### config.mk
export PLATFORM = sky130hd
export DESIGN_NAME = warp_xwb
export DESIGN_NICKNAME = d
export VERILOG_FILES = /design/src/rtl/warp_xwb_pkg.sv /design/src/rtl/warp_xwb_fifo.sv /design/src/rtl/warp_xwb.sv
export SDC_FILE = /design/constraint.sdc
export NUM_CORES = 1
export LEC_CHECK = 0
export ABC_AREA = 1
export ABC_CLOCK_PERIOD_IN_PS = 10850
export BUFFER_PORTS_ARGS = -buffer_cell sky130_fd_sc_hd__buf_2
export CORE_MARGIN = 2
export CORE_UTILIZATION = 25
export DETAILED_ROUTE_END_ITERATION = 12
export GPL_TIMING_DRIVEN = 0
export PLACE_DENSITY_LB_ADDON = 0.1
export SYNTH_ARGS = -nofsm -noshare
export SYNTH_HDL_FRONTEND = slang
export SYNTH_SLANG_ARGS = --single-unit
### constraint.sdc
create_clock -name i_clk -period 10.85 [get_ports i_clk]
set_input_delay 0.5425 -clock i_clk [delete_from_list [all_inputs] [get_ports i_clk]]
set_output_delay 0.5425 -clock i_clk [all_outputs]
set_load 0.05 [all_outputs]
### src/rtl/warp_xwb_pkg.sv
// Shared writeback types: register-address width, XLEN, source tags, FIFO entry.
package warp_xwb_pkg;

  localparam int unsigned REG_AW = 5;
  localparam int unsigned XLEN   = 64;

  typedef enum logic [1:0] {
    WB_SRC_FIX = 2'd0,
    WB_SRC_MUL = 2'd1,
    WB_SRC_DIV = 2'd2
  } wb_src_e;

  typedef struct packed {
    logic [REG_AW-1:0] rd;
    logic [XLEN-1:0]   data;
  } wb_entry_t;

endpackage

### src/rtl/warp_xwb_fifo.sv
// Synchronous FIFO of writeback entries (rd + data); push/pop/head/count.
// Callers guarantee no pop when empty and no push when full without a pop.
module warp_xwb_fifo
  import warp_xwb_pkg::*;
#(
  parameter int unsigned DEPTH = 4
) (
  input  logic                     clk,
  input  logic                     rst_n,
  input  logic                     push,
  input  wb_entry_t                push_entry,
  input  logic                     pop,
  output wb_entry_t                head,
  output logic [$clog2(DEPTH):0]   count
);

  localparam int unsigned AW = $clog2(DEPTH);

  wb_entry_t       mem [DEPTH];
  logic [AW-1:0]   wr_ptr;
  logic [AW-1:0]   rd_ptr;

  always_ff @(posedge clk) begin
    if (push) begin
      mem[wr_ptr] <= push_entry;
    end
  end

  always_ff @(posedge clk) begin
    if (!rst_n) begin
      wr_ptr <= '0;
      rd_ptr <= '0;
      count  <= '0;
    end else begin
      if (push) wr_ptr <= wr_ptr + 1'b1;
      if (pop)  rd_ptr <= rd_ptr + 1'b1;
      count <= count + (AW+1)'(push) - (AW+1)'(pop);
    end
  end

  assign head = mem[rd_ptr];

endmodule

### src/rtl/warp_xwb.sv
// Integer writeback merge: fix -> rd1, mul -> rd2, buffered divide results
// drained into whichever slot is free; credit output gates divide issue.
module warp_xwb
  import warp_xwb_pkg::*;
#(
  parameter int unsigned DIV_DEPTH = 4
) (
  input  logic              i_clk,
  input  logic              i_rst_n,
  input  logic              i_fix_valid,
  input  logic [REG_AW-1:0] i_fix_rd,
  input  logic [XLEN-1:0]   i_fix_data,
  input  logic              i_mul_valid,
  input  logic [REG_AW-1:0] i_mul_rd,
  input  logic [XLEN-1:0]   i_mul_data,
  input  logic              i_div_issue,
  input  logic              i_div_valid,
  input  logic [REG_AW-1:0] i_div_rd,
  input  logic [XLEN-1:0]   i_div_data,
  output logic              o_div_ready,
  output logic              o_rd1_wen,
  output logic [REG_AW-1:0] o_rd1_addr,
  output logic [XLEN-1:0]   o_rd1_wdata,
  output logic              o_rd2_wen,
  output logic [REG_AW-1:0] o_rd2_addr,
  output logic [XLEN-1:0]   o_rd2_wdata,
  output logic              o_overflow
);

  localparam int unsigned DIV_AW = $clog2(DIV_DEPTH);

  logic [DIV_AW:0]   count;
  logic [DIV_AW:0]   reserved;
  logic [DIV_AW+1:0] occupancy;
  wb_entry_t         head;
  wb_entry_t         div_entry;

  logic fix_ok, mul_ok, div_ok, div_x0;
  logic empty, full, hazard, pop, push, drop, res_dec, err;

  assign div_entry = '{rd: i_div_rd, data: i_div_data};

  always_comb begin
    fix_ok    = i_fix_valid && (i_fix_rd != '0);
    mul_ok    = i_mul_valid && (i_mul_rd != '0);
    div_ok    = i_div_valid && (i_div_rd != '0);
    div_x0    = i_div_valid && (i_div_rd == '0);
    empty     = (count == '0);
    full      = (count == (DIV_AW+1)'(DIV_DEPTH));
    hazard    = (fix_ok && (head.rd == i_fix_rd)) || (mul_ok && (head.rd == i_mul_rd));
    pop       = !empty && !hazard && !(fix_ok && mul_ok);
    // no bypass: an empty FIFO never pops, so a same-cycle push just lands
    push      = div_ok && (!full || pop);
    drop      = div_ok && full && !pop;
    res_dec   = push || div_x0;
    occupancy = {1'b0, count} + {1'b0, reserved} - (DIV_AW+2)'(pop);
    o_div_ready = (occupancy < (DIV_AW+2)'(DIV_DEPTH));
    err       = drop || (i_div_valid && (reserved == '0)) || (i_div_issue && !o_div_ready);
  end

  warp_xwb_fifo #(
    .DEPTH(DIV_DEPTH)
  ) u_fifo (
    .clk        (i_clk),
    .rst_n      (i_rst_n),
    .push       (push),
    .push_entry (div_entry),
    .pop        (pop),
    .head       (head),
    .count      (count)
  );

  always_ff @(posedge i_clk) begin
    if (!i_rst_n) begin
      o_rd1_wen   <= 1'b0;
      o_rd1_addr  <= '0;
      o_rd1_wdata <= '0;
      o_rd2_wen   <= 1'b0;
      o_rd2_addr  <= '0;
      o_rd2_wdata <= '0;
      reserved    <= '0;
      o_overflow  <= 1'b0;
    end else begin
      o_rd1_wen   <= 1'b0;
      o_rd1_addr  <= '0;
      o_rd1_wdata <= '0;
      o_rd2_wen   <= 1'b0;
      o_rd2_addr  <= '0;
      o_rd2_wdata <= '0;
      if (fix_ok) begin
        o_rd1_wen   <= 1'b1;
        o_rd1_addr  <= i_fix_rd;
        o_rd1_wdata <= i_fix_data;
      end else if (pop && mul_ok) begin
        o_rd1_wen   <= 1'b1;
        o_rd1_addr  <= head.rd;
        o_rd1_wdata <= head.data;
      end
      if (mul_ok) begin
        o_rd2_wen   <= 1'b1;
        o_rd2_addr  <= i_mul_rd;
        o_rd2_wdata <= i_mul_data;
      end else if (pop) begin
        o_rd2_wen   <= 1'b1;
        o_rd2_addr  <= head.rd;
        o_rd2_wdata <= head.data;
      end
      if (i_div_issue && !res_dec && (reserved != (DIV_AW+1)'(DIV_DEPTH))) begin
        reserved <= reserved + 1'b1;
      end else if (res_dec && !i_div_issue && (reserved != '0)) begin
        reserved <= reserved - 1'b1;
      end
      o_overflow <= o_overflow | err;
    end
  end

endmodule
# Word level (Yosys, flattened, before mapping)
# Memories as Yosys holds them, arrays and structs flattened. A register that Yosys moved wholly into a read port is not among the register bits.
# Cells that the tools add are included.
# word_totals
out_inout_bits	142
elab_cells	84
in_bits	213
ramBits	276
n_memories	1
reg_bits	151
# mem_list
name	depth	width	read_ports	rd_clocked_by_memory_dff	wr	line_no	rtl
u_fifo.mem	4	69	1	1	1	warp_xwb_fifo.sv:19	wb_entry_t mem [DEPTH];
# classes
n_eq_ne	4
n_bitwise	1
n_mux	18
n_reduce_logical	40
n_lt_le_gt_ge	1
addsub	8
# ops
cell	n
$mux 64	4
$mux 5	4
$logic_and 1x1->1	19
$reduce_bool 5->1	3
$eq 5x5->1	2
$logic_not 1->1	8
$logic_not 3->1	2
$mux 1	6
$mux 3	2
$logic_not 5->1	1
$logic_or 1x1->1	5
$add 2x1->2 const B	2
$add 3x3->4	1
$lt 4x3->1 const B	1
$mux 2	2
$sub 4x1->4	1
$add 3x1->3	1
$add 3x1->3 const B	1
$eq 3x3->1 const B	1
$ne 3x3->1 const B	1
$reduce_bool 3->1	1
$sub 3x1->3	1
$sub 3x1->3 const B	1
$reduce_bool 2->1	1
$or 1x1->1	1

# Longest topological paths before layout
# depth
ltp_word	14
mapped_depth	26
depth_no_buf	24

# Hierarchy
# Synthesis repeated with hierarchy kept, for this count alone.
# unflattened
hier_cells	1438
hier_area_um2	16654.7
# by_module_without_submodules
mod	cells_each	seq_area_each_um2	instances	area_per_inst_um2
warp_xwb_fifo	791	8468.1	1	10809.1
warp_xwb	647	2882.8	1	5845.6

# Worst setup path after synthesis
# OpenSTA, ideal clock, no wires.
# synth_path
kind	input port to flip-flop
from	in i_fix_rd[2]
to	mem u_fifo.mem[0][0] (netlist name) (enable)
required_time_ns	10.353
path_buffers	0
arrival_time_ns	4.264
cell_stages	11
path_slack_ns	6.089
setup_time_ns	0.497
cell_sequence	nor2_1 > nand4_1 > nand2_1 > clkinv_1 > nand2_1 > nor2_1 > nand2_1 > nand2_1 > nand3_1 > nand2_2 > nor2_1
# synth_between
elab_chain_len	11
word_cells_on_any_way	14
classes_between	1 x eq/ne; 2 x mux; 11 x reduce/logical
# synth_rtl
element	line_no	rtl
start, declared	warp_xwb.sv:11	input logic [REG_AW-1:0] i_fix_rd,
$reduce_bool 5->1	warp_xwb.sv:44	fix_ok = i_fix_valid && (i_fix_rd != '0);
$logic_and 1x1->1	warp_xwb.sv:44	
$logic_and 1x1->1	warp_xwb.sv:50	hazard = (fix_ok && (head.rd == i_fix_rd)) || (mul_ok && (head.rd == i_mul_rd));
$logic_or 1x1->1	warp_xwb.sv:50	
$logic_not 1->1	warp_xwb.sv:51	pop = !empty && !hazard && !(fix_ok && mul_ok);
$logic_and 1x1->1	warp_xwb.sv:51	
$logic_and 1x1->1 (*)	warp_xwb.sv:51	
$logic_or 1x1->1 (*)	warp_xwb.sv:53	push = div_ok && (!full || pop);
$logic_and 1x1->1 (*)	warp_xwb.sv:53	
$mux 1 (*)	warp_xwb_fifo.sv:24	if (push) begin
$mux 1 (implied by the code) (*)	warp_xwb_fifo.sv:25	mem[wr_ptr] <= push_entry;
end, declared	warp_xwb_fifo.sv:19	
# Mark *: on every way between the ends. The rest lies on a longest branch, timed or not.

==> results.sh <==
export IMPL_dieArea_um2=66400
export IMPL_fmax_mhz=206
export IMPL_endpoint_kind="output pin"
export IMPL_cts_tree="built"
export IMPL_hold_buffers=0
export IMPL_syn_area_um2=16100
export IMPL_skew_ns=0.0231
export IMPL_initialDrtViolationCount=784
export IMPL_status="completed"
export IMPL_drv_cap=0
export IMPL_min_path_type="in2reg"
export IMPL_slew_headroom=0.207
export IMPL_design_power_total_uw=5070
export IMPL_num_rows=93
export IMPL_dieWidth_um=258
export IMPL_synth_warning_count=0
export IMPL_syn_nets=1681
export IMPL_via_per_inst=4.47
export IMPL_mostFrequentLayoutCells="354 x buf_2, 276 x edfxtp_1, 267 x nand2_1, 153 x dfxtp_1"
export IMPL_p_leak_uw=0.00810
export IMPL_grt_first_pass_wirelength_um=82900
export IMPL_start_util=0.252
export IMPL_synth_seq_cells=429
export IMPL_cts_root_buffer="clkbuf_16"
export IMPL_crit_fanout=10
export IMPL_post_cts_resized=0
export IMPL_worstSetupPathType="reg2out"
export IMPL_layout_commonest_cell="buf_2"
export IMPL_ys_seq_area_frac=0.705
export IMPL_cts_max_path_buffers=3
export IMPL_cts_made_buffers=50
export IMPL_cts_sinks=429
export IMPL_port_buffers=354
export IMPL_cp_required_ns=10.31
export IMPL_tns_ns=0
export IMPL_period_minus_slack_ns=4.86
export IMPL_core_area_um2=64000
export IMPL_drive_above_1_share=0.241
export IMPL_ir_drop_mv=0.120
export IMPL_worst_slew_pin_slew_ns=1.19
export IMPL_clk_pin_slew_ns=0.06
export IMPL_post_route_period_util=0.448
export IMPL_fp_dieH_um=258
export IMPL_io_pin_count=355
export IMPL_vias=12392
export IMPL_fin_ws_ns=5.99
export IMPL_gp_congestion=0.777
export IMPL_post_cts_buffers=0
export IMPL_grt_max_degree=27
export IMPL_startpoint_type="flop"
export IMPL_clk_latency_ns=0.60
export IMPL_fin_util=0.325
export IMPL_power_density_nw_per_um2=244
export IMPL_antenna_found_initial=11
export IMPL_final_antenna_net_count=0
export IMPL_grt_total_usage=0.168
export IMPL_drc_errors=0
export IMPL_dp_hpwl_um=40300
export IMPL_place_ws_ns=5.78
export IMPL_cp_arrival_ns=4.32
export IMPL_post_synth_cell_area_avg_um2=11.1
export IMPL_nets=2098
export IMPL_yosys_cell_types_count=30
export IMPL_slew_viol_final=0
export IMPL_hold_viol=0
export IMPL_h_tree_depth=2
export IMPL_routed_wl_um=57000
export IMPL_wire_per_inst_um=20.5
export IMPL_syn_to_final_growth_pct=29.3
export IMPL_grt_pass1_vias=12609
export IMPL_synthCells=1456
export IMPL_finalSetupViolations=0
export IMPL_rsz0062_at_grt="false"
export IMPL_dr_pass1_iters=5
export IMPL_overflow=0
## path summary, 6_finish.rpt
path / to / slack [ns] / cells past startpoint / from
setup / recovery: o_div_ready / 5.99 / 18 / flop
hold / removal: u_fifo.mem[2][52]$_DFFE_PP_ / 0.16 / 1 / i_div_data[52]
setup reg to reg: o_overflow$_SDFF_PN0_ / 6.98 / 22 / flop
hold reg to reg: u_fifo.rd_ptr[1]$_SDFFE_PN0P_ / 0.44 / 1 / u_fifo.rd_ptr[1]$_SDFFE_PN0P_
## report_power, final
| part | switching (µW) | internal [µW] |
|---|---|---|
| combinational | 1120 | 373 |
| clock | 681 | 962 |
| sequential | 42.6 | 1890 |
## critical path: stages (launching register included)
cell	delay, ns
dfxtp_1	0.49
inv_1	0.22
nand3_1	0.17
nand2_1	0.13
o21ai_0	0.18
nor2_1	0.06
nand2_1	0.10
nand2_1	0.10
nand2_1	0.12
nand2_2	0.15
inv_2	0.36
buf_4	0.29
ha_1	0.17
inv_1	0.06
ha_1	0.27
a31o_2	0.25
xor2_1	0.13
nor2_1	0.16
buf_2	0.30
## cells in the mapped netlist
library cell / instances / area share
inv_1: 39 / 0.0091
a31oi_1: 1 / 0.00039
nand3_4: 1 / 0.0011
dfxtp_1: 153 / 0.19
a21oi_1: 146 / 0.045
a31o_2: 1 / 0.00054
nand3b_1: 1 / 0.00047
nand2_1: 267 / 0.062
o21a_1: 1 / 0.00047
nand4_1: 3 / 0.0012
nor2_1: 150 / 0.035
o21ai_0: 133 / 0.041
nand3_1: 96 / 0.030
xnor2_1: 1 / 0.00054
buf_1: 1 / 0.00023
xor2_1: 3 / 0.0016
or2_2: 1 / 0.00039
ha_1: 10 / 0.0078
buf_4: 15 / 0.0070
nor3_1: 3 / 0.00093
and2_1: 1 / 0.00039
o22ai_1: 64 / 0.025
clkinv_1: 3 / 0.00070
edfxtp_1: 276 / 0.51
inv_2: 2 / 0.00047
nand2_2: 2 / 0.00078
buf_6: 1 / 0.00070
fa_1: 2 / 0.0025
clkbuf_1: 78 / 0.018
nor2_4: 1 / 0.00070
## metal layers
metal	up-vias	part of all wire	GRT usage
li1	5945	-	-
met1	6062	0.44	0.213
met2	288	0.50	0.291
met3	85	0.050	0.0354
met5	-	0.0012	0
met4	12	0.018	0.0408
## cells by family after synthesis
| family | after synthesis | synth area share |
|---|---|---|
| compound gates | 346 | 0.113 |
| flops | 429 | 0.705 |
| simple gates | 526 | 0.133 |
| fa+ha+maj | 12 | 0.0103 |
| buf+inv | 139 | 0.0364 |
| xor+xnor | 4 | 0.00218 |
## area by class of cell
class | count | area, µm²
buffer | 95 | 420
antenna | 3 | 7.51
inverter | 44 | 165
clock buffer | 77 | 1440
multi-input combinational | 888 | 4190
fill | 6661 | 43200
sequential | 429 | 11400
clock inverter | 17 | 154
timing repair buffer | 365 | 2010
tap | 855 | 1070
## state kept, by name (all words and copies together) (netlist names), 2 cells and up, named ones only
name	count
o_rd1_wdata	64
o_rd1_addr	5
o_rd2_addr	5
reserved	3
u_fifo.count	3
u_fifo.rd_ptr	2
u_fifo.mem	276
u_fifo.wr_ptr	2
o_rd2_wdata	64
## metrics by stage
stage | std cells | area, µm² | hold WS (ns)
floorplan | 1456 | 16100 | 0.412
global placement | 2665 | 18900 | 0.426
detailed placement | 2676 | 19200 | 0.435
CTS | 2770 | 20800 | 0.106
global route | 2772 | 20800 | 0.126
finish | 2773 | 20800 | 0.158
No activity file was read; power rests on OpenSTA's default activity.
